==> config.mk <==
export PLATFORM = sky130hd
export DESIGN_NAME = inv_mix_columns_iter_flat
export DESIGN_NICKNAME = d
export VERILOG_FILES = /design/src/rtl/aes_gf_pkg.sv /design/src/rtl/inv_mix_columns_iter_if.sv /design/src/rtl/inv_mix_single_column.sv /design/src/rtl/inv_mix_columns_iter.sv /design/src/flat_wrapper.sv
export SDC_FILE = /design/constraint.sdc
export NUM_CORES = 1
export LEC_CHECK = 0
export ABC_AREA = 1
export BUFFER_PORTS_ARGS = -buffer_cell sky130_fd_sc_hd__buf_2
export CORE_UTILIZATION = 35
export DETAILED_ROUTE_END_ITERATION = 8
export PLACE_DENSITY = 0.6
export SLEW_MARGIN = 40
export SYNTH_ARGS = -nofsm -noshare
export SYNTH_HDL_FRONTEND = slang
export SYNTH_SLANG_ARGS = --single-unit
export TNS_END_PERCENT = 10
==> constraint.sdc <==
create_clock -name clk -period 4.5 [get_ports clk]
set_input_delay 0.45 -clock clk [delete_from_list [all_inputs] [get_ports clk]]
set_output_delay 0.45 -clock clk [all_outputs]
set_load 0.01 [all_outputs]
==> src/rtl/aes_gf_pkg.sv <==
// rtl/aes_gf_pkg.sv - GF(2^8) helpers and FSM encoding shared by the AES inverse-mix datapath
package aes_gf_pkg;

    localparam logic [7:0] GF_POLY = 8'h1b;

    typedef enum logic [1:0] {
        IDLE = 2'd0,
        BUSY = 2'd1,
        DONE = 2'd2
    } imc_state_e;

    function automatic logic [7:0] xtime(input logic [7:0] x);
        return {x[6:0], 1'b0} ^ (x[7] ? GF_POLY : 8'h00);
    endfunction

    function automatic logic [7:0] gf_mul09(input logic [7:0] x);
        logic [7:0] x2, x4, x8;
        x2 = xtime(x);
        x4 = xtime(x2);
        x8 = xtime(x4);
        return x8 ^ x;
    endfunction

    function automatic logic [7:0] gf_mul0b(input logic [7:0] x);
        logic [7:0] x2, x4, x8;
        x2 = xtime(x);
        x4 = xtime(x2);
        x8 = xtime(x4);
        return x8 ^ x2 ^ x;
    endfunction

    function automatic logic [7:0] gf_mul0d(input logic [7:0] x);
        logic [7:0] x2, x4, x8;
        x2 = xtime(x);
        x4 = xtime(x2);
        x8 = xtime(x4);
        return x8 ^ x4 ^ x;
    endfunction

    function automatic logic [7:0] gf_mul0e(input logic [7:0] x);
        logic [7:0] x2, x4, x8;
        x2 = xtime(x);
        x4 = xtime(x2);
        x8 = xtime(x4);
        return x8 ^ x4 ^ x2;
    endfunction

endpackage

==> src/rtl/inv_mix_columns_iter_if.sv <==
// rtl/inv_mix_columns_iter_if.sv - input and output state handshakes of the inverse-mix unit
interface inv_mix_columns_iter_if;

    logic         in_valid;
    logic         in_ready;
    logic [127:0] in_data;
    logic         out_valid;
    logic         out_ready;
    logic [127:0] out_data;

    modport master (
        output in_valid,
        output in_data,
        output out_ready,
        input  in_ready,
        input  out_valid,
        input  out_data
    );

    modport slave (
        input  in_valid,
        input  in_data,
        input  out_ready,
        output in_ready,
        output out_valid,
        output out_data
    );

endinterface

==> src/rtl/inv_mix_single_column.sv <==
// rtl/inv_mix_single_column.sv - combinational InvMixColumns of one 32-bit column (s0 in MSB byte)
module inv_mix_single_column
    import aes_gf_pkg::*;
(
    input  logic [31:0] col,
    output logic [31:0] mixed
);

    logic [7:0] s0, s1, s2, s3;
    logic [7:0] r0, r1, r2, r3;

    assign {s0, s1, s2, s3} = col;

    assign r0 = gf_mul0e(s0) ^ gf_mul0b(s1) ^ gf_mul0d(s2) ^ gf_mul09(s3);
    assign r1 = gf_mul09(s0) ^ gf_mul0e(s1) ^ gf_mul0b(s2) ^ gf_mul0d(s3);
    assign r2 = gf_mul0d(s0) ^ gf_mul09(s1) ^ gf_mul0e(s2) ^ gf_mul0b(s3);
    assign r3 = gf_mul0b(s0) ^ gf_mul0d(s1) ^ gf_mul09(s2) ^ gf_mul0e(s3);

    assign mixed = {r0, r1, r2, r3};

endmodule

==> src/rtl/inv_mix_columns_iter.sv <==
// rtl/inv_mix_columns_iter.sv - iterative AES InvMixColumns, COLS_PER_CYCLE columns per busy cycle
module inv_mix_columns_iter
    import aes_gf_pkg::*;
#(
    parameter int COLS_PER_CYCLE = 1
) (
    input  logic                  clk,
    input  logic                  rst,
    inv_mix_columns_iter_if.slave bus
);

    if (COLS_PER_CYCLE != 1 && COLS_PER_CYCLE != 2 && COLS_PER_CYCLE != 4) begin : g_bad_cols
        $error("inv_mix_columns_iter: COLS_PER_CYCLE must be 1, 2 or 4");
    end

    // col_idx wraps modulo 4, so with four columns per cycle the step is 0
    localparam logic [1:0] STEP = 2'(COLS_PER_CYCLE);
    localparam logic [1:0] LAST = 2'(4 - COLS_PER_CYCLE);

    imc_state_e   state, state_nxt;
    logic [1:0]   col_idx, col_idx_nxt;
    logic [127:0] work, work_nxt;
    logic         in_ready_c, out_valid_c;

    logic [31:0]  col_in  [COLS_PER_CYCLE];
    logic [31:0]  col_out [COLS_PER_CYCLE];

    always_comb begin
        for (int g = 0; g < COLS_PER_CYCLE; g++) begin
            col_in[g] = work[{2'd3 - (col_idx + 2'(g)), 5'd0} +: 32];
        end
    end

    for (genvar g = 0; g < COLS_PER_CYCLE; g++) begin : g_col
        inv_mix_single_column u_col (
            .col   (col_in[g]),
            .mixed (col_out[g])
        );
    end

    always_ff @(posedge clk) begin
        if (rst) begin
            state   <= IDLE;
            col_idx <= 2'd0;
            work    <= '0;
        end else begin
            state   <= state_nxt;
            col_idx <= col_idx_nxt;
            work    <= work_nxt;
        end
    end

    always_comb begin
        state_nxt   = state;
        col_idx_nxt = col_idx;
        work_nxt    = work;
        in_ready_c  = 1'b0;
        out_valid_c = 1'b0;
        case (state)
            IDLE: begin
                in_ready_c = 1'b1;
                if (bus.in_valid) begin
                    state_nxt   = BUSY;
                    col_idx_nxt = 2'd0;
                    work_nxt    = bus.in_data;
                end
            end
            BUSY: begin
                for (int g = 0; g < COLS_PER_CYCLE; g++) begin
                    work_nxt[{2'd3 - (col_idx + 2'(g)), 5'd0} +: 32] = col_out[g];
                end
                col_idx_nxt = col_idx + STEP;
                if (col_idx == LAST) begin
                    state_nxt = DONE;
                end
            end
            DONE: begin
                out_valid_c = 1'b1;
                if (bus.out_ready) begin
                    state_nxt = IDLE;
                end
            end
            default: begin
                state_nxt = IDLE;
            end
        endcase
    end

    assign bus.in_ready  = in_ready_c;
    assign bus.out_valid = out_valid_c;
    assign bus.out_data  = work;

endmodule

==> src/flat_wrapper.sv <==
// flat-port wrapper written by rule: the top's interface ports become plain ports
module inv_mix_columns_iter_flat import aes_gf_pkg::*;
#(
    parameter int COLS_PER_CYCLE = 1
)
  (clk, rst, bus_in_valid, bus_in_data, bus_out_ready, bus_in_ready, bus_out_valid, bus_out_data);
  inv_mix_columns_iter_if bus_i ();
  input  logic clk;
  input  logic rst;
  input wire logic [$bits(bus_i.in_valid)-1:0] bus_in_valid;
  input wire logic [$bits(bus_i.in_data)-1:0] bus_in_data;
  input wire logic [$bits(bus_i.out_ready)-1:0] bus_out_ready;
  output wire logic [$bits(bus_i.in_ready)-1:0] bus_in_ready;
  output wire logic [$bits(bus_i.out_valid)-1:0] bus_out_valid;
  output wire logic [$bits(bus_i.out_data)-1:0] bus_out_data;
  assign bus_i.in_valid = bus_in_valid;
  assign bus_i.in_data = bus_in_data;
  assign bus_i.out_ready = bus_out_ready;
  assign bus_in_ready = bus_i.in_ready;
  assign bus_out_valid = bus_i.out_valid;
  assign bus_out_data = bus_i.out_data;
  inv_mix_columns_iter #(.COLS_PER_CYCLE(COLS_PER_CYCLE)) u_core (.clk(clk), .rst(rst), .bus(bus_i));
endmodule
* Word-level counts from Yosys, hierarchy flattened
Cells that the tools add are included.
Widths: inputs -> output; s select.
** Operators by class
- Equal/unequal tests :: 6
- Add/subtract/negate cells :: 3
- Shift-type cells :: 3
- $mul :: 0
- Muxes and demuxes :: 23
- Bitwise logic cells :: 48
- $lt $le $gt $ge :: 0
- Reductions and logical operators :: 4
- Divide/modulo/power cells :: 0
** Operators with widths (count)
- $xor 8x8->8 :: 40
- $pmux 128 s2 :: 1
- $bwmux 128 :: 1
- $mux 128 :: 1
- $shift 32x9->128 const A :: 1
- $shiftx 128x8->32 :: 1
- $shiftx 32x9->128 :: 1
- $xor 8x5->8 :: 8
- $mux 5 :: 12
- $neg 7->9 :: 1
- $mux 2 :: 4
- $pmux 2 s3 :: 1
- $eq 2x2->1 const B :: 2
- $ne 2x2->1 const B :: 2
- $pmux 2 s2 :: 1
- $reduce_and 3->1 :: 1
- $add 2x1->2 const B :: 1
- $eq 2x1->1 const B :: 1
- $logic_not 2->1 :: 1
- $mux 1 :: 2
- $ne 2x1->1 const B :: 1
- $reduce_and 2->1 :: 1
- $reduce_bool 2->1 :: 1
- $sub 2x2->2 const A :: 1
** Word-level totals
- Bits in writable memories :: 0
- Input bits :: 132
- Latch bits :: 0
- Memories :: 0
- Bits in registers :: 132
- Memory bits (read-only) :: 0

* Longest topological paths before layout
Gate-level depths: netlist of the first run.
- Depth in word-level cells :: 16
- Depth in mapped cells :: 23

* By module
Synthesis of the first run repeated with hierarchy kept, for this count alone.
** Unflattened totals
- Cells, all modules :: 2085
- Area total of the unflattened synthesis :: 11634.9 µm²
** By module, submodules not included
- inv_mix_columns_iter :: cells an instance 1427, area an instance 8115.3 µm², sequential area each 2642.5 µm², times used 1
- inv_mix_single_column :: cells an instance 658, area an instance 3519.6 µm², sequential area each 0.0 µm², times used 1

* Least setup slack after synthesis of the first run
Ideal clock, no wire load.
- Path type :: register to register
- From :: register u_core.col_idx[0]
- To :: register u_core.work[74] (netlist: u_core.bus.out_data[74])
- Data arrival time :: 2.493 ns
- Data required time :: 4.430 ns
- Cell stages (with the launch flop) :: 13
- Path slack :: 1.937 ns
- Path through :: dfxtp_1 > buf_6 > inv_8 > buf_12 > buf_6 > clkbuf_1 > clkbuf_1 > ha_1 > inv_1 > nor3_1 > clkbuf_1 > nand3_1 > a21oi_1
** On the way
- Longest elaborated chain between the ends :: 14
- Elaborated cells between the ends (all ways) :: 67
** Ends and longest elaborated chain
- from (decl) :: RTL line inv_mix_columns_iter.sv:21 : logic [1:0] col_idx, col_idx_nxt;
- from (signal assigned) :: RTL line inv_mix_columns_iter.sv:48 : col_idx <= col_idx_nxt;
- $sub 2x2->2 * :: RTL line inv_mix_columns_iter.sv:30, inv_mix_columns_iter.sv:70
- $shiftx 128x8->32 :: RTL line inv_mix_columns_iter.sv:30 : col_in[g] = work[{2'd3 - (col_idx + 2'(g)), 5'd0} +: 32];
- $xor 8x8->8 (tied with other cells) :: RTL line aes_gf_pkg.sv:13 : return {x[6:0], 1'b0} ^ (x[7] ? GF_POLY : 8'h00);
- $xor 8x5->8 (tied with other cells) :: RTL line aes_gf_pkg.sv:13
- $mux 5 / $xor 8x5->8 (equally long branches) :: RTL line aes_gf_pkg.sv:13
- $xor 8x8->8 :: RTL line aes_gf_pkg.sv:13
- $xor 8x8->8, on equally long branches (2 in series) :: RTL line aes_gf_pkg.sv:29, aes_gf_pkg.sv:37, aes_gf_pkg.sv:45
- $xor 8x8->8, on equally long branches (3 in series)
- $shiftx 32x9->128 :: RTL line inv_mix_columns_iter.sv:70 : work_nxt[{2'd3 - (col_idx + 2'(g)), 5'd0} +: 32] = col_out[g];
- $bwmux 128 * :: RTL line inv_mix_columns_iter.sv:70
- $pmux 128 s2 * :: RTL line inv_mix_columns_iter.sv:59 : case (state)
- to (signal assigned) :: RTL line inv_mix_columns_iter.sv:49 : work <= work_nxt;
- to (decl) :: RTL line inv_mix_columns_iter.sv:22 : logic [127:0] work, work_nxt;
Every way passes the cells marked *; elsewhere a longest branch is shown, timed or not.
A chain may end at the register's enable or synchronous reset.

* Worst setup path in the final report of the first run
- From :: register u_core.col_idx[1]
- To :: register u_core.work[108] (netlist: u_core.bus.out_data[108])
Same word-level chain as after synthesis.

==> results of run 1 <==
state kept, by name, indices dropped and copies added, names as in the netlist:
name,flops
u_core.bus.out_data,128
u_core.col_idx,2
u_core.state,2
final cells by class:
cell class              count  area [um^2]
well taps                 402          503
clock buffers              18          429
flip-flops and latches    132         2650
fillers                  3471        18300
repair buffers            282         1480
inverters                 101          389
multi-input cells        1515         7740
clock inverters            14          143
path summary, 6_finish.rpt:
kind                                                  to  slack (ns)  cells past startpoint
worst min register to register    u_core.bus.out_data[0]        0.57                      2
worst min-delay path                   u_core.col_idx[1]        0.25                      2
worst max-delay path            u_core.bus.out_data[108]        0.85                     17
worst max register to register  u_core.bus.out_data[108]        0.85                     17
metrics by stage:
stage / cell area, um^2 / total power [mW] / instances / util [%] / hold slack, ns
after detailed placement: 12700 / 6.64 / 2431 / 40.2 / 0.553
after floorplan: 11300 / 4.70 / 1854 / - / 0.519
final: 13300 / 8.19 / 2464 / 42.1 / 0.252
after global placement: 12700 / 6.61 / 2431 / 40.2 / 0.542
after global routing: 13300 / 8.62 / 2464 / 42.1 / 0.265
after CTS: 13300 / 8.06 / 2463 / 42.0 / 0.241
power breakdown:
group	switching, mW	internal (mW)
clock	0.643	0.779
combinational	3.87	1.44
sequential	0.157	1.30
cell families (layout without fill, tap and decap cells):
kind of cell / after synthesis / count (layout) / synth area share (%)
AOI/OAI and AO/OA: 392 / 392 / 17.5
and+or+nand+nor: 990 / 990 / 38.9
xor gates and xnor gates: 129 / 129 / 11.5
buffers and inverters: 207 / 415 / 8.34
DFF: 132 / 132 / 23.4
adders and majority gates: 4 / 4 / 0.443
worst max-delay path, stage by stage (launching register included):
cell and delay (ns):
dfxtp_2 0.32, inv_2 0.39, buf_4 0.35, buf_4 0.18, nand3_1 0.12, nand2_2 0.37
inv_1 0.26, nand2_1 0.12, nand2_1 0.22, nand2_1 0.20, nand2_1 0.09, nand2_1 0.06
nand2_1 0.12, inv_1 0.08, nand3_1 0.07, nand2_1 0.31, nand4_1 0.14, a21oi_1 0.16
cell usage after synthesis, drive strengths merged (3+ instances only):
cell type / instances / share of area, %
nor2: 17 / 0.65
a21oi: 258 / 11
xor2: 79 / 6.6
nand4: 48 / 2.7
o21ai: 131 / 5.8
nand2: 707 / 25
buf: 39 / 2.7
nand3b: 5 / 0.33
xnor2: 50 / 4.9
clkbuf: 67 / 2.2
inv: 101 / 3.4
or2: 3 / 0.17
ha: 4 / 0.44
nand3: 206 / 9.6
dfxtp: 132 / 23
layer usage:
| metal | GRT usage, % | part of all wire [%] | vias up |
|---|---|---|---|
| met5 | 0 | 0 | - |
| met4 | 8.07 | 1.9 | 0 |
| met3 | 4.55 | 11 | 52 |
| met2 | 46.9 | 44 | 812 |
| met1 | 45.3 | 44 | 6426 |
| li1 | - | - | 6499 |
==> out/qor.csv, run 1 <==
stage,metric,value,unit
finish,synthToLayoutAreaGrowth,17.8,%
global_routing,grt_pass1_vias,12400,
finish,nets,2185,
yosys,syn_nets,1990,
die,start_util,35.7,%
timing,final-setup-viol-count,0,
cts,clockRootBuffer,clkbuf_16,
cts,cts_buffers,17,
die,coreArea,0.0316,mm^2
timing,maxSlewHeadroom,44.9,%
timing,fin_worst_skew,0.0166,ns
yosys,ys_seq_elements,132,
cts,ctsLongestPathBuffers,2,
global_routing,grt_pass1_wl,77600,um
critical_path,crit_start,u_core.col_idx[1],
cts,cts-resized-gates,0,
critical_path,worstSetupPathType,reg -> reg,
timing,final_max_slew_viol_count,0,
die,dieArea,0.0330,mm^2
min_path,hold_start,rst,
critical_path,start_kind,flip-flop,
route,wl,52100,um
cts,cts_tree,built,
route,vias,13800,
placement,place_ws,0.909,ns
critical_path,required,4.86,ns
cts,insertion_delay,0.43,ns
run,cap_viol_max_count,0,
yosys,synth_edf_count,0,
die,die_w,182,um
placement,finalWeightedCongestion,0.986,
timing,period_minus_slack,3.65,ns
timing,finalCritPeriodShare,81.1,%
yosys,syn_area,0.0113,mm^2
cts,postCtsSetupBuffers,0,
route,via_per_inst,5.60,
timing,fmaxAchievable,274,MHz
yosys,yosysUniqueCellTypes,37,
timing,tightestPinTransition,0.824,ns
status,status,"complete, no violations",
critical_path,worstReg2RegStart,u_core.col_idx[1],
route,wire_per_inst,21.1,um
power_and_ir_drop,ir_drop,0.324,mV
global_routing,grt_overflow_total,0,
finish,layout_commonest_cell,nand2_1,
route,drc_errors,0,
yosys,postSynthAreaPerCell,6.10,um^2
finish,drive_gt1_share,20.4,%
global_routing,antenna_found_initial,0,
timing,setup_tns,0,ns
cts,htreeDepth,4,
yosys,synthCells,1854,
route,drtIter0Drc,1559,
min_path,hold_class,in -> reg,
critical_path,arrival,4.01,ns
critical_path,cp_max_fo,26,
die,num_rows,65,
yosys,synthFlopType,dfxtp_1,
cts,clock-sinks,132,
timing,timing.final.ws_setup,0.850,ns
placement,port_buffers,261,
finish,mostFrequentLayoutCells,"nand2_1 (654), buf_2 (261), a21oi_1 (256)",
route,first_pass_iters,6,
cts,cts.clk_slew.worst_paths,0.06,ns
power_and_ir_drop,pwr_density_cell,615,mW/mm^2
die,die_y,182,um
yosys,yosysSeqAreaShare,23.4,%
yosys,yosys_warnings,0,
route,ant_nets,0,
cts,hold_buffers,0,
yosys,async_reset_ff_share,0,%
timing,grt_setup_unrepaired,false,
critical_path,cp-end-kind,flip-flop,
global_routing,grt_usage,30.9,%
placement,post-dp-hpwl,39900,um
timing,hold_viol,0,
die,io_pins,262,
finish,n_antenna_cell,0,
power_and_ir_drop,p_leak,6.56,nW
global_routing,grt_max_degree,127,
(Power assumes the default switching activity.)
==> inputs of run 2 (changes only) <==
clock period = 3.8 ns   (was 4.5 ns; I/O delays follow)
==> run 2 against run 1 <==
Net effect: sequential power rose by 18%; register-to-register slack got worse by 0.46 ns; worst setup slack got worse by 0.46 ns; critical path depth did not move; final cell count did not move; count of clock-buffer cells in the layout rose by 4; utilization rose by 0.26 points; via count rose by 0.16%; cell area rose by 0.63%; clock power rose by 20%; wire length rose by 0.86%; fmax rose by 7.0%; critical endpoint is now u_core.bus.out_data[123].
==> out/qor.csv, run 2 (synthesis results as in run 1) <==
stage,metric,value,unit,change
finish,synthToLayoutAreaGrowth,18.6,%,
placement,finalWeightedCongestion,1.02,,+3.0%
power_and_ir_drop,pwr_density_cell,728,mW/mm^2,+18%
power_and_ir_drop,switching_share,55.6,%,-1.3 points
finish,largest_register_ffs,128,,unchanged
critical_path,cp.depth,17,,unchanged
finish,nets,2186,,+0.046%
cts,hold_buffers,0,,unchanged
timing,final-setup-viol-count,0,,unchanged
cts,ctsLongestPathBuffers,2,,unchanged
critical_path,cpMostUsedCell,nand2_1,,
finish,layout_commonest_cell,nand2_1,,
status,status,"complete, no violations",,
cts,postCtsSetupBuffers,0,,unchanged
route,drc_errors,0,,unchanged
cts,cts_tree,built,,
cts,insertion_delay,0.44,ns,about the same
timing,setup_tns,0,ns,unchanged
power_and_ir_drop,p_switching,5.43,mW,+16%
timing,fmaxAchievable,293,MHz,+7.0%
route,first_pass_iters,6,,unchanged
critical_path,crit_chain,inv_8 -> nand2_1 -> nand3_1 -> nand2_1 -> nand2_1 -> nand2_1 -> nand2_2 -> nand2_2 -> nand2_1 -> nand2_1 -> nand2_1 -> nand3_1 -> nand2_1 -> nand2_1 -> nand2_1 -> nand4_1 -> a21oi_1,,
die,coreArea,0.0316,mm^2,unchanged
critical_path,rrSetupSlack,0.39,ns,-0.46 ns
critical_path,critical-path-top-delay-family,simple AND/OR/NAND/NOR gates,,
cts,cts.clk_slew.worst_paths,0.06,ns,about the same
die,start_util,35.7,%,unchanged
cts,cts-resized-gates,0,,unchanged
route,vias,13800,,+0.16%
route,ant_nets,0,,unchanged
timing,grt_setup_unrepaired,false,,
global_routing,grt_pass1_wl,77700,um,+0.18%
cts,clockRootBuffer,clkbuf_16,,
die,die_y,182,um,unchanged
power_and_ir_drop,power.share.clock,17.4,%,about the same
power_and_ir_drop,comb_power_share,64.9,%,about the same
critical_path,slowest_delay,0.44,ns,+0.05 ns
route,wl,52500,um,+0.86%
finish,mostFrequentLayoutCells,"nand2_1 (654), buf_2 (261), a21oi_1 (256)",,
timing,final_max_slew_viol_count,0,,unchanged
global_routing,grt_overflow_total,0,,unchanged
die,dieArea,0.0330,mm^2,unchanged
critical_path,cp_max_fo,106,,+310%
cts,cts_buffers,17,,unchanged
critical_path,arrival,3.77,ns,-0.24 ns
route,drtIter0Drc,1626,,+4.3%
finish,postLayoutCoreUtil,42.4,%,+0.26 points
critical_path,crit_start,u_core.col_idx[0],,
timing,fin_worst_skew,0.0117,ns,-0.00486 ns
route,via_per_inst,5.61,,+0.16%
timing,maxSlewHeadroom,44.5,%,-0.41 points
run,cap_viol_max_count,0,,unchanged
power_and_ir_drop,ir_drop,0.365,mV,+13%
cts,htreeDepth,4,,unchanged
finish,n_antenna_cell,0,,unchanged
route,wire_per_inst,21.3,um,+0.86%
cts,clock-sinks,132,,unchanged
critical_path,crit_path_top_delay_cell,inv_8,,
placement,post-dp-hpwl,40200,um,+0.70%
timing,timing.final.ws_setup,0.389,ns,-0.461 ns
placement,place_ws,0.418,ns,-0.491 ns
timing,finalCritPeriodShare,89.8,%,+8.7 points
critical_path,required,4.16,ns,-0.70 ns
min_path,hold_class,in -> reg,,
global_routing,grt_usage,31.4,%,+0.46 points
timing,tightestPinTransition,0.832,ns,+0.00808 ns
critical_path,critPathCapture,u_core.bus.out_data[123],,
timing,period_minus_slack,3.41,ns,-0.239 ns
power_and_ir_drop,p_leak,6.61,nW,+0.66%
power_and_ir_drop,fin_total_pwr,9.76,mW,+19%
critical_path,worstRegToRegCells,17,,unchanged
critical_path,worstReg2RegStart,u_core.col_idx[0],,
critical_path,start_kind,flip-flop,,
timing,hold_viol,0,,unchanged
die,io_pins,262,,unchanged
die,num_rows,65,,unchanged
placement,place_area,0.0128,mm^2,+0.71%
global_routing,grt_max_degree,107,,-16%
placement,dp.cells,2433,,+0.082%
finish,stdcell_area,0.0134,mm^2,+0.63%
placement,port_buffers,261,,unchanged
finish,drive_gt1_share,20.3,%,-0.048 points
power_and_ir_drop,p_seq_share,17.7,%,about the same
global_routing,grt_pass1_vias,12600,,+1.9%
finish,layout.cells.non_filler,2464,,unchanged
finish,n_fill_cell,3402,,-2.0%
critical_path,r2r-end,u_core.bus.out_data[123],,
critical_path,worstSetupPathType,reg -> reg,,
die,die_w,182,um,unchanged
power_and_ir_drop,internal-power,4.33,mW,+23%
critical_path,crit_buf_inv,1,,-4
global_routing,antenna_found_initial,0,,unchanged
critical_path,cp-end-kind,flip-flop,,
timing,worst_hold_slack,0.196,ns,-0.0560 ns
-- run 2: area by class of cell --
type / count / area, um^2 / share of cell area [%]
timing repair buffer: 283 / 1550 / 11.6
sequential: 132 / 2650 / 19.7
clock buffer: 22 / 454 / 3.39
clock inverter: 9 / 130 / 0.970
multi-input combinational: 1515 / 7740 / 57.7
inverter: 101 / 390 / 2.91
tap: 402 / 503 / 3.75
-- run 2: how the worst min path moves through the flow --
| stage | slack (ns) | cells past startpoint | endpoint | startpoint |
|---|---|---|---|---|
| after CTS | 0.18 | 2 | u_core.state[1] | rst |
| after detailed placement | 0.55 | 2 | u_core.bus.out_data[113] | u_core.bus.out_data[113] |
| after floorplan | 0.45 | 1 | u_core.col_idx[1] | rst |
| after global placement | 0.55 | 2 | u_core.bus.out_data[124] | u_core.bus.out_data[124] |
| final | 0.20 | 2 | u_core.state[1] | rst |
| after global routing | 0.20 | 2 | u_core.col_idx[1] | rst |
-- run 2: worst reg2reg max path, cell delays in order, from the launching register on --
cell and delay, ns:
dfxtp_2 0.36, inv_8 0.44, nand2_1 0.18, nand3_1 0.10, nand2_1 0.38, nand2_1 0.28, nand2_1 0.14, nand2_2 0.10
nand2_2 0.16, nand2_1 0.10, nand2_1 0.13, nand2_1 0.12, nand3_1 0.10, nand2_1 0.08, nand2_1 0.05, nand2_1 0.32
nand4_1 0.13, a21oi_1 0.17
-- run 2: power groups by stage --
stage                     logic, mW  registers (mW)  clock network (mW)
after floorplan                3.82            1.75                   0
after global routing           6.85            1.74                1.76
after detailed placement       6.16            1.75                   0
after CTS                      6.18            1.72                1.70
final                          6.34            1.73                1.70
after global placement         6.15            1.75                   0
-- run 2: routing by layer --
layer  share of wire [%]  wire length, um  GRT usage, %  vias to the layer above
li1                    -                -             -                     6513
met5                   0                0             0                        -
met1                  43            22700          43.9                     6406
met4                 2.8             1480          10.2                        0
met2                  43            22800          47.8                      817
met3                  11             5520          6.54                       75
